`src/rtl/mat_stream_loader.sv`:
```
// Stream-to-memory-write sequencer for the complex matrix multiplier: accepts
// A re, A im, B re, B im (MAT_WORDS words each) and turns each word into one write.
module mat_stream_loader #(
    parameter int WORD_LEN  = 16,
    parameter int ADDR_BITS = 7,
    parameter int MAT_WORDS = 64
) (
    input  logic                       src_clk,
    input  logic                       rst,
    input  logic                       load_start,
    input  logic                       load_abort,
    input  logic signed [WORD_LEN-1:0] in_data,
    input  logic                       in_valid,
    output logic                       in_ready,
    output logic [3:0]                 we,
    output logic [ADDR_BITS-1:0]       Dir_M1,
    output logic [ADDR_BITS-1:0]       Dir_M2,
    output logic signed [WORD_LEN-1:0] data_m1_real,
    output logic signed [WORD_LEN-1:0] data_m1_imag,
    output logic signed [WORD_LEN-1:0] data_m2_real,
    output logic signed [WORD_LEN-1:0] data_m2_imag,
    output logic                       busy,
    output logic                       load_done,
    output logic [1:0]                 phase
);

    localparam logic [ADDR_BITS-1:0] LAST_IDX = ADDR_BITS'(MAT_WORDS - 1);

    typedef enum logic [2:0] {
        S_IDLE, S_A_RE, S_A_IM, S_B_RE, S_B_IM, S_DONE
    } state_t;

    state_t                      state, state_nxt;
    logic [ADDR_BITS-1:0]        cnt, cnt_nxt;
    logic                        load_state, accept;

    logic [3:0]                  we_p0;
    logic [ADDR_BITS-1:0]        addr_m1_p0, addr_m2_p0;
    logic signed [WORD_LEN-1:0]  m1_re_p0, m1_im_p0, m2_re_p0, m2_im_p0;

    always_ff @(posedge src_clk or negedge rst) begin
        if (!rst) begin
            state <= S_IDLE;
            cnt   <= '0;
        end else begin
            state <= state_nxt;
            cnt   <= cnt_nxt;
        end
    end

    always_comb begin
        load_state = (state == S_A_RE) || (state == S_A_IM) ||
                     (state == S_B_RE) || (state == S_B_IM);
        // Abort must block the word on its own edge, so ready drops combinationally.
        in_ready   = load_state && !load_abort;
        accept     = in_ready && in_valid;
        busy       = load_state;
        load_done  = (state == S_DONE);
        state_nxt  = state;
        cnt_nxt    = cnt;

        case (state)
            S_A_IM:  phase = 2'd1;
            S_B_RE:  phase = 2'd2;
            S_B_IM:  phase = 2'd3;
            default: phase = 2'd0;
        endcase

        if (load_abort) begin
            state_nxt = S_IDLE;
            cnt_nxt   = '0;
        end else begin
            case (state)
                S_IDLE: begin
                    if (load_start) begin
                        state_nxt = S_A_RE;
                        cnt_nxt   = '0;
                    end
                end
                S_DONE: state_nxt = S_IDLE;
                default: begin
                    if (accept) begin
                        if (cnt == LAST_IDX) begin
                            cnt_nxt = '0;
                            case (state)
                                S_A_RE:  state_nxt = S_A_IM;
                                S_A_IM:  state_nxt = S_B_RE;
                                S_B_RE:  state_nxt = S_B_IM;
                                default: state_nxt = S_DONE;
                            endcase
                        end else begin
                            cnt_nxt = cnt + 1'b1;
                        end
                    end
                end
            endcase
        end
    end

    // p0: write stage, one cycle after the accept edge; unselected buses hold
    always_ff @(posedge src_clk or negedge rst) begin
        if (!rst) begin
            we_p0      <= '0;
            addr_m1_p0 <= '0;
            addr_m2_p0 <= '0;
            m1_re_p0   <= '0;
            m1_im_p0   <= '0;
            m2_re_p0   <= '0;
            m2_im_p0   <= '0;
        end else begin
            we_p0 <= 4'b0000;
            if (accept) begin
                case (state)
                    S_A_RE: begin
                        we_p0      <= 4'b0001;
                        addr_m1_p0 <= cnt;
                        m1_re_p0   <= in_data;
                    end
                    S_A_IM: begin
                        we_p0      <= 4'b0100;
                        addr_m1_p0 <= cnt;
                        m1_im_p0   <= in_data;
                    end
                    S_B_RE: begin
                        we_p0      <= 4'b0010;
                        addr_m2_p0 <= cnt;
                        m2_re_p0   <= in_data;
                    end
                    S_B_IM: begin
                        we_p0      <= 4'b1000;
                        addr_m2_p0 <= cnt;
                        m2_im_p0   <= in_data;
                    end
                    default: ;
                endcase
            end
        end
    end

    assign we           = we_p0;
    assign Dir_M1       = addr_m1_p0;
    assign Dir_M2       = addr_m2_p0;
    assign data_m1_real = m1_re_p0;
    assign data_m1_imag = m1_im_p0;
    assign data_m2_real = m2_re_p0;
    assign data_m2_imag = m2_im_p0;

endmodule

```
`config.mk`:
```
export PLATFORM = sky130hd
export DESIGN_NAME = mat_stream_loader
export DESIGN_NICKNAME = d
export VERILOG_FILES = /design/src/rtl/mat_stream_loader.sv
export SDC_FILE = /design/constraint.sdc
export NUM_CORES = 1
export LEC_CHECK = 0
export CAP_MARGIN = 10
export CORE_ASPECT_RATIO = 1.75
export CORE_UTILIZATION = 51
export CTS_BUF_LIST = sky130_fd_sc_hd__clkbuf_16
export DETAILED_ROUTE_END_ITERATION = 7
export PLACE_DENSITY = 0.84
export SYNTH_ARGS = -nofsm -noshare
export SYNTH_HDL_FRONTEND = slang
export SYNTH_SLANG_ARGS = --single-unit
```
`constraint.sdc`:
```
create_clock -name src_clk -period 3.71 [get_ports src_clk]
set_input_delay 0.9275 -clock src_clk [delete_from_list [all_inputs] [get_ports src_clk]]
set_output_delay 0.9275 -clock src_clk [all_outputs]
set_load 0.05 [all_outputs]
```
==> run metrics, run 1 <==
cell count after synthesis roughly 260; number of DRC markers after the initial detailed-route iteration 110; status finished, final reports clean; PostCTS Resize Cnt 0; Bufs on Longest Clock Path 2; number of levels the H-tree was split into 3; number of distinct library cells after synthesis 38; time the worst path needs with I/O delays and setup between 3 and 4 ns; final worst-path cycle share between 90% and 100%; detailed-placement wirelength estimate ~6000 um; relative slew slack 36.6%; number of placed instances, taps included ~440; Worst Setup Path Type reg -> out; # clock sinks slightly above 90; Crit Path Max Fanout 12; Chip Height ~120 um; required arrival time at the worst endpoint 2.78 ns; count of max-cap constraint violations 0; sum of routed wire length over all layers 8430 um; CP Capture Type output port; global-route wire length before repair 13200 um; synthesized cell area ~3800 um2; leakage component of the power between 2 and 2.5 nW; worst min path class reg -> reg; number of port buffers roughly 110; post-synthesis sequential element count 92; final std cells w/o fill ~460; number of fill cells in the layout ~500; clock insertion delay at the later pin of the skew report 0.34 ns; Internal Dissipation 1.77 mW; post-cts hold buffer count 0; detailed-route via count about 2500; # setup viols final 0; antenna diode count 0; setup repair after global routing missed its margin false; all-layer global routing usage between 20% and 30%; startpoint class of the critical path flop; Slew Limit Fails 0; WL/cell around 18 um; floorplan die area between 7000 and 8000 um2; Remaining Overflow, GRT 0; pin count of the biggest net entering global routing 69; slew of the pin with the lowest slew margin 0.951 ns; total negative slack for setup checks 0 ns; final weighted congestion in routability-driven placement between 0.8 and 0.9; Hold Fails Final Rpt 0; synthesis-to-finish area growth 35.6%; area taken by multi-input logic gates approximately 1400 um2; Arr. time, crit path 2.41 ns; synthesized area divided by synthesized cell count between 10 and 15 um2; row cnt 41; net count of the mapped netlist ~280; final antenna-violating net count 0; Post-route DRC 0; power density over cell area ~480 nW/um2; number of antenna violations at the first check in global routing 0; die span in x 67.5 um; footprint of the flip-flops and latches 2300 um2; core outline area a little over 7000 um2; post-CTS setup-driven buffer insertion count 0; clock slew at the register clock pins of the worst setup and hold paths ~0.06 ns; relative contribution of sequential cells to total power around 45%; Peak supply drop just over 0.0003 V; initial standard-cell utilization of the core 53.0%; worst slack at placement between 0.5 and 0.6 ns; clock tree from TritonCTS built; Clk network pwr share 34.4%; maximum achievable frequency 0.299 GHz; cell at the root of the clock tree clkbuf_16; detail-routed via count per cell around 5.4; post-route setup slack between 0.3 and 0.4 ns; fraction of final layout cells with drive strength greater than 1 about a quarter; number of global-route vias before repair around 2600; first-pass detailed-route iteration total 4; share of synthesized area occupied by flip-flops and latches 60.1%; clock buffer count from CTS 9; switching fraction of total power between 20 and 30%; Ys Warns 0; net count of the finished layout roughly 400; part of the power in combinational logic between 20% and 30%; top-level I/O count between 100 and 150; final core occ just over 70%; net switching power between 700 and 800 uW; Max Clock Skew between 0.007 and 0.008 ns
-- cell families after synthesis --
family / Yosys count / share of synthesized area [%]
and+or+nand+nor: 48 / 7.77
AOI/OAI and AO/OA: 20 / 3.30
buffers and inverters: 21 / 3.53
muxes: 77 / 24.3
adders and majority gates: 1 / 0.326
xor gates and xnor gates: 3 / 0.686
DFF: 92 / 60.1
-- sequential cells by signal (all words and copies together), names as in the netlist --
name and count:
data_m1_imag 16, data_m1_real 16, data_m2_imag 16, data_m2_real 16, Dir_M1 7, Dir_M2 7, cnt 7, we 4
state 3
-- routing by layer --
layer / GRT usage (%) / wire length, um
met5: 0 / 0
met3: 6.84 / 420
met2: 43.2 / 4680
met1: 24.3 / 3100
met4: 9.50 / 223
-- metrics by stage --
step / area (um2) / hold slack (ns) / power (mW)
floorplan: 3830 / 0.502 / 1.45
global placement: 4920 / 0.477 / 1.65
detailed placement: 4920 / 0.479 / 1.66
CTS: 5190 / 0.505 / 2.51
global route: 5190 / 0.509 / 2.58
finish: 5190 / 0.504 / 2.50
-- critical path, stage by stage (launching register included) --
cell,delay [ns]
dfrtp_1,0.53
or2_2,0.41
mux2i_1,0.27
clkdlybuf4s50_1,0.87
-- path summary, 6_finish.rpt --
| path | end | slack, ns | depth (start not counted) | from |
|---|---|---|---|---|
| max | phase[1] | 0.37 | 3 | state[1] |
| min reg2reg | Dir_M2[4] | 0.50 | 1 | Dir_M2[4] |
| max reg2reg | data_m1_imag[5] | 1.55 | 3 | state[2] |
| min in group asynchronous | Dir_M2[5] | 0.69 | 1 | rst |
| min | Dir_M2[4] | 0.50 | 1 | Dir_M2[4] |
| max in group asynchronous | data_m2_real[8] | 2.27 | 2 | rst |
-- cell usage in the layout, fill, tap and decap left out, types with 2 or more instances in the layout --
cell type and instances:
a21oi_1 7, buf_4 5, clkbuf_16 9, clkdlybuf4s50_1 105, dfrtp_1 92, inv_1 10
mux2_2 56, mux2_4 18, mux2i_1 2, nand2_1 9, nand2b_1 3, nand3_1 3
nor2_1 6, nor2b_1 4, nor3_1 3, o21ai_0 6, o21ai_1 4, or2_2 2
or3_1 5, or4_1 3, xnor2_1 2
-- power groups by stage --
stage,Combinational (mW),Clock (mW),Sequential (mW)
after floorplan,0.109,0,1.34
after global placement,0.520,0,1.13
after detailed placement,0.527,0,1.13
after CTS,0.528,0.874,1.11
after global routing,0.549,0.910,1.12
final,0.525,0.858,1.11
-- synth_stat cells --
cell type | number | area [um2]
a2111oi_4 | 1 | 27.5
a211oi_1 | 1 | 7.51
a21oi_1 | 7 | 35.0
a31oi_1 | 1 | 6.26
and2_1 | 1 | 6.26
and4b_1 | 1 | 10.0
and4bb_2 | 1 | 12.5
buf_2 | 6 | 30.0
buf_4 | 1 | 7.51
buf_6 | 6 | 67.6
clkbuf_1 | 1 | 3.75
dfrtp_1 | 92 | 2300
ha_1 | 1 | 12.5
inv_1 | 7 | 26.3
mux2_1 | 1 | 11.3
mux2_2 | 56 | 631
mux2_4 | 18 | 270
mux2i_1 | 2 | 20.0
nand2_1 | 9 | 33.8
nand2b_1 | 3 | 18.8
nand2b_4 | 1 | 13.8
nand3_1 | 3 | 15.0
nand3b_1 | 1 | 7.51
nand4_1 | 1 | 6.26
nand4b_1 | 1 | 8.76
nor2_1 | 6 | 22.5
nor2_2 | 1 | 6.26
nor2b_1 | 4 | 25.0
nor3_1 | 3 | 15.0
nor4_1 | 1 | 6.26
nor4b_4 | 1 | 23.8
o21ai_0 | 6 | 30.0
o21ai_1 | 4 | 20.0
or2_2 | 2 | 12.5
or3_1 | 5 | 31.3
or4_1 | 3 | 22.5
xnor2_1 | 2 | 17.5
xor2_1 | 1 | 8.76
-- layout make-up --
| class | instances | area share [%] |
|---|---|---|
| sequential | 92 | 44.3 |
| multi-input combinational | 149 | 26.9 |
| timing repair buffer | 110 | 21.0 |
| clock buffer | 9 | 4.34 |
| tap | 86 | 2.07 |
| clock inverter | 6 | 0.963 |
| inverter | 7 | 0.506 |
Power figures use the tool's default switching activity.
==> run 2, diff against run 1 <==
--- a/config.mk
+++ b/config.mk
@@ -10,7 +10,7 @@
 export CORE_UTILIZATION = 51
 export CTS_BUF_LIST = sky130_fd_sc_hd__clkbuf_16
 export DETAILED_ROUTE_END_ITERATION = 7
-export PLACE_DENSITY = 0.84
+export PLACE_DENSITY = 0.85
 export SYNTH_ARGS = -nofsm -noshare
 export SYNTH_HDL_FRONTEND = slang
 export SYNTH_SLANG_ARGS = --single-unit
==> run 2 against run 1 <==
Effect of this change: cell area is 1.4% higher; sequential cell count stayed put; hold slack worse by 0.0025 ns; critical endpoint unchanged; largest power group unchanged.
==> run metrics, run 2 (synthesis results as in run 1) <==
status finished, final reports clean; most frequent standard cell in the layout excluding fill and tap cells clkdlybuf4s50_1; power density over cell area 507 nW/um2 (+5.5%); required arrival time at the worst endpoint 2.78 ns (about the same); PostCTS Resize Cnt 0 (unchanged); sum of routed wire length over all layers 8310 um (-1.4%); row cnt 41 (unchanged); setup repair after global routing missed its margin false; final antenna-violating net count 0 (unchanged); slew of the pin with the lowest slew margin 0.972 ns (+0.0216 ns); maximum achievable frequency 0.302 GHz (+0.80%); post-cts hold buffer count 0 (unchanged); Remaining Overflow, GRT 0 (unchanged); first-pass detailed-route iteration total 4 (unchanged); time the worst path needs with I/O delays and setup 3.31 ns (-0.0265 ns); startpoint class of the critical path flop; final weighted congestion in routability-driven placement 0.869 (-0.94%); CP max stage delay 0.84 ns (-0.03 ns); floorplan die area 7880 um2 (unchanged); relative slew slack 35.2% (-1.4 points); number of global-route vias before repair 2611 (+0.54%); global-route wire length before repair 13000 um (-1.1%); count of max-cap constraint violations 0 (unchanged); Hold Fails Final Rpt 0 (unchanged); detailed-placement wirelength estimate 5900 um (-1.8%); final worst-path cycle share 89.3% (-0.71 points); number of levels the H-tree was split into 3 (unchanged); final std cells w/o fill 461 (+0.44%); # setup viols final 0 (unchanged); clock slew at the register clock pins of the worst setup and hold paths 0.06 ns (about the same); number of port buffers 107 (unchanged); all-layer global routing usage 23.0% (-0.64 points); clock tree from TritonCTS built; pin count of the biggest net entering global routing 42 (-39%); crit-path cells or2_2 -> mux2i_1 -> clkdlybuf4s50_1; highest-count cells in the layout ignoring fill and taps clkdlybuf4s50_1 (105), dfrtp_1 (92), mux2_2 (56); clock insertion delay at the later pin of the skew report 0.34 ns (about the same); CP Capture Type output port; number of DRC markers after the initial detailed-route iteration 151 (+37%); Bufs on Longest Clock Path 2 (unchanged); post-CTS setup-driven buffer insertion count 0 (unchanged); detailed-route via count 2488 (-0.24%); Crit Path Max Fanout 12 (unchanged); Peak supply drop 0.000402 V (+32%); cell at the root of the clock tree clkbuf_16; Max Clock Skew 0.00522 ns (-0.00227 ns); WL/cell 18.0 um (-1.8%); detail-routed via count per cell 5.40 (-0.67%); Worst Hold Slack 0.501 ns (-0.00252 ns); cell type group with the largest total delay on the critical path buffers and inverters; worst min path class reg -> reg; Post-route DRC 0 (unchanged); number of antenna violations at the first check in global routing 0 (unchanged); number of placed instances, taps included 445 (+0.23%); antenna diode count 0 (unchanged); leakage component of the power 2.45 nW (+0.80%); die span in x 67.5 um (unchanged); Chip Height 117 um (unchanged); net count of the finished layout 392 (+0.26%); top-level I/O count 108 (unchanged); core outline area 7230 um2 (unchanged); Slew Limit Fails 0 (unchanged); Worst Setup Path Type reg -> out; synthesis-to-finish area growth 37.4%; # clock sinks 92 (unchanged); cell with the largest stage delay on the worst path clkdlybuf4s50_1; clock buffer count from CTS 9 (unchanged); Arr. time, crit path 2.39 ns (-0.02 ns); crit path buf inv count 1 (unchanged); total negative slack for setup checks 0 ns (unchanged); fraction of final layout cells with drive strength greater than 1 26.9% (+0.93 points); initial standard-cell utilization of the core 53.0% (unchanged); final core occ 72.8% (+0.99 points)
[run 2: cell types whose count changed in the layout (fill, tap and decap cells not counted)]
cell and delta:
buf_4 +1, bufinv_16 +2, clkinv_1 +1, clkinv_2 -1, clkinvlp_4 +1, inv_1 -3
inv_6 +1
[run 2: worst paths after layout]
| path | start | end | slack [ns] | cells after the start |
|---|---|---|---|---|
| worst max-delay path | state[1] | phase[1] | 0.40 | 3 |
| worst min-delay path | Dir_M1[3] | Dir_M1[3] | 0.50 | 2 |
| worst max register to register | state[2] | data_m1_imag[5] | 1.53 | 3 |
| worst min register to register | Dir_M1[3] | Dir_M1[3] | 0.50 | 2 |
| max in group asynchronous | rst | we[0] | 2.34 | 2 |
| min in group asynchronous | rst | Dir_M1[1] | 0.56 | 1 |
[run 2: per-layer routing]
metal	part of all wire, %	vias up	routed length [um]	track usage, %
met5	0	-	0	0
met1	37	1242	3100	25.0
li1	-	1138	-	-
met3	4.9	22	405	5.18
met4	3.8	0	319	12.8
met2	54	86	4480	40.1
[run 2: through the flow]
step / instance area (um2) / setup slack, ns / power, mW
finish: 5270 / 0.397 / 2.67
global route: 5270 / 0.313 / 2.75
CTS: 5270 / 0.416 / 2.69
global placement: 4930 / 0.722 / 1.65
detailed placement: 4930 / 0.653 / 1.66
floorplan: 3830 / 0.445 / 1.45
[run 2: where the power goes]
part,internal (mW),switching [mW]
Sequential,1.07,0.0424
Combinational,0.199,0.327
Clock,0.656,0.378
Total,1.92,0.748
[run 2: worst min-delay path: stages (launching register included)]
cell and delay, ns:
dfrtp_1 0.35, nand2_1 0.05, o21ai_0 0.06
[run 2: area by class of cell]
cell class              instances  area, um2
inverters                       7       26.3
clock inverters                 7        114
fillers                       480       1970
multi-input cells             149       1400
flip-flops and latches         92       2300
well taps                      86        108
repair buffers                111       1100
clock buffers                   9        225
==> run 3, diff against run 2 <==
--- a/config.mk
+++ b/config.mk
@@ -6,11 +6,14 @@
 export NUM_CORES = 1
 export LEC_CHECK = 0
 export CAP_MARGIN = 10
+export CELL_PAD_IN_SITES_DETAIL_PLACEMENT = 0
+export CELL_PAD_IN_SITES_GLOBAL_PLACEMENT = 1
 export CORE_ASPECT_RATIO = 1.75
-export CORE_UTILIZATION = 51
+export CORE_UTILIZATION = 54
 export CTS_BUF_LIST = sky130_fd_sc_hd__clkbuf_16
 export DETAILED_ROUTE_END_ITERATION = 7
-export PLACE_DENSITY = 0.85
+export DONT_BUFFER_PORTS = 1
+export PLACE_DENSITY_LB_ADDON = 0.1
 export SYNTH_ARGS = -nofsm -noshare
 export SYNTH_HDL_FRONTEND = slang
 export SYNTH_SLANG_ARGS = --single-unit
==> run 3 against run 2 <==
Effect of this change: global-route usage decreased by 1.5 points; non-clock buffer count decreased by 106; count of clock-buffer cells in the layout unchanged; die area decreased by 5.4%; sequential cell count unchanged; first-iteration DRC count decreased by 38%; via count decreased by 16%; hold slack got worse by 0.22 ns; maximum frequency increased by 14%; register-to-register slack about the same; critical endpoint is now in_ready; largest cell class unchanged; highest routed layer unchanged.
==> run metrics, run 3 (synthesis results as in run 1) <==
status finished, final reports clean; count of cell instances traversed by the critical path 5 (+2); time the worst path needs with I/O delays and setup 2.90 ns (-0.410 ns); Slew Limit Fails 0 (unchanged); number of global-route vias before repair 2135 (-18%); highest-count cells in the layout ignoring fill and taps dfrtp_1 (92), mux2_2 (56), mux2_4 (18); detailed-placement wirelength estimate 5080 um (-14%); detail-routed via count per cell 5.92 (+9.7%); startpoint of the most critical register-to-register path state[1]; CP Capture Type output port; cell with the largest stage delay on the worst path dfrtp_1; final worst-path cycle share 78.2% (-11 points); required arrival time at the worst endpoint 2.78 ns (about the same); post-CTS setup-driven buffer insertion count 0 (unchanged); relative slew slack 28.2% (-6.9 points); top-level I/O count 108 (unchanged); detailed-route via count 2078 (-16%); Top cell by count, worst path buf_4; row cnt 40 (-2.4%); Peak supply drop 0.000262 V (-35%); global-route wire length before repair 11500 um (-11%); Post-route DRC 0 (unchanged); Bufs on Longest Clock Path 2 (unchanged); fraction of final layout cells with drive strength greater than 1 36.3% (+9.4 points); CP max stage delay 0.53 ns (-0.31 ns); cell type group with the largest total delay on the critical path simple AND/OR/NAND/NOR gates; leakage component of the power 2.04 nW (-17%); Crit Path Max Fanout 12 (unchanged); total negative slack for setup checks 0 ns (unchanged); number of fill cells in the layout 531 (+11%); crit path buf inv count 2 (+1); switching fraction of total power 29.5% (+1.5 points); core outline area 6860 um2 (-5.2%); Clk network pwr share 34.8% (-3.9 points); number of antenna violations at the first check in global routing 0 (unchanged); relative contribution of sequential cells to total power 60.1% (+18 points); crit-path cells or2_2 -> xor2_1 -> buf_4 -> nor2b_1 -> buf_4; reg-to-reg critical path endpoint data_m2_imag[4]; power density over cell area 544 nW/um2 (+7.2%); clock buffer count from CTS 9 (unchanged); # clock sinks 92 (unchanged); Arr. time, crit path 1.98 ns (-0.41 ns); Max Clock Skew 0.00418 ns (-0.00104 ns); count of max-cap constraint violations 0 (unchanged); die span in x 65.7 um (-2.7%); clock insertion delay at the later pin of the skew report 0.33 ns (about the same); number of levels the H-tree was split into 3 (unchanged); Chip Height 113 um (-2.8%); length in cells of the worst reg-to-reg path 3 (unchanged); worst min path class in -> async; number of DRC markers after the initial detailed-route iteration 93 (-38%); Hold Fails Final Rpt 0 (unchanged); part of the power in combinational logic 5.1% (-15 points); final core occ 60.0% (-13 points); # setup viols final 0 (unchanged); net count of the finished layout 286 (-27%); clock slew at the register clock pins of the worst setup and hold paths 0.06 ns (about the same); sum of routed wire length over all layers 7380 um (-11%); Worst Hold Slack 0.285 ns (-0.216 ns); pin count of the biggest net entering global routing 93 (+120%); antenna diode count 0 (unchanged); final antenna-violating net count 0 (unchanged); synthesis-to-finish area growth 7.38%; startpoint class of the critical path flop; all-layer global routing usage 21.5% (-1.5 points); cell at the root of the clock tree clkbuf_16; clock tree from TritonCTS built; final weighted congestion in routability-driven placement 0.815 (-6.2%); net switching power 660 uW (-12%); number of port buffers 0 (-100%); CP Capture Point in_ready; most frequent standard cell in the layout excluding fill and tap cells dfrtp_1; WL/cell 21.0 um (+17%); maximum achievable frequency 0.344 GHz (+14%); Remaining Overflow, GRT 0 (unchanged); initial standard-cell utilization of the core 55.9% (+2.9 points); slew of the pin with the lowest slew margin 1.08 ns (+0.104 ns); post-cts hold buffer count 0 (unchanged); PostCTS Resize Cnt 0 (unchanged); floorplan die area 7450 um2 (-5.4%); crit path launch state[1]; setup repair after global routing missed its margin false; first-pass detailed-route iteration total 4 (unchanged); Worst Setup Path Type reg -> out; Internal Dissipation 1.58 mW (-18%); reg-to-reg slack, setup 1.52 ns (about the same)
## run 3: changes by cell type in the layout (fill, tap and decap cells not counted)
cell / previous run / this run
clkinv_2: 0 / 1
clkinv_1: 2 / 1
clkdlybuf4s50_1: 105 / 0
inv_6: 1 / 0
buf_4: 6 / 5
bufinv_16: 3 / 0
inv_1: 7 / 9
## run 3: final cells by class
cell class,instances,area [um2],area share [%]
repair buffers,5,37.5,0.912
inverters,7,26.3,0.638
flip-flops and latches,92,2300,55.9
multi-input cells,149,1400,33.9
well taps,84,105,2.55
clock buffers,9,225,5.47
clock inverters,5,23.8,0.578
## run 3: worst register-to-register path: cells and delay by family (launching register included)
kind	cells	cell delay [ns]
flip-flops	1	0.60
multiplexers	1	0.43
AND/OR/NAND/NOR	2	1.05
## run 3: per-layer routing
layer  global-route usage (%)  routed length [um]  vias to the layer above
li1                         -                   -                      927
met4                     10.3                 158                        0
met5                        0                   0                        -
met3                     6.90                 467                       10
met2                     36.9                3990                       73
met1                     23.3                2770                     1068
## run 3: how the worst min path moves through the flow
stage                     startpoint  cells after the start         endpoint
final                            rst                      0  data_m1_imag[4]
after global routing             rst                      0  data_m2_imag[8]
after CTS                        rst                      0  data_m2_imag[8]
after detailed placement      cnt[0]                      1           cnt[0]
after global placement        cnt[6]                      1           cnt[6]
after floorplan               cnt[0]                      1           cnt[0]
## run 3: stage by stage
step / instances / power [mW] / worst slack [ns] / area, um2
6_report: 351 / 2.24 / 0.807 / 4120
5_1_grt: 351 / 2.32 / 0.717 / 4120
4_1_cts: 351 / 2.26 / 0.793 / 4120
3_5_place_dp: 337 / 1.48 / 1.16 / 3870
3_3_place_gp: 337 / 1.47 / 1.18 / 3870
2_1_floorplan: 262 / 1.45 / 0.445 / 3830
## run 3: power by group through the flow
stage | Clock, mW | Combinational, mW | Sequential, mW
after floorplan | 0 | 0.109 | 1.34
after global placement | 0 | 0.112 | 1.36
after detailed placement | 0 | 0.115 | 1.36
after CTS | 0.804 | 0.115 | 1.35
after global routing | 0.839 | 0.125 | 1.35
final | 0.779 | 0.115 | 1.34
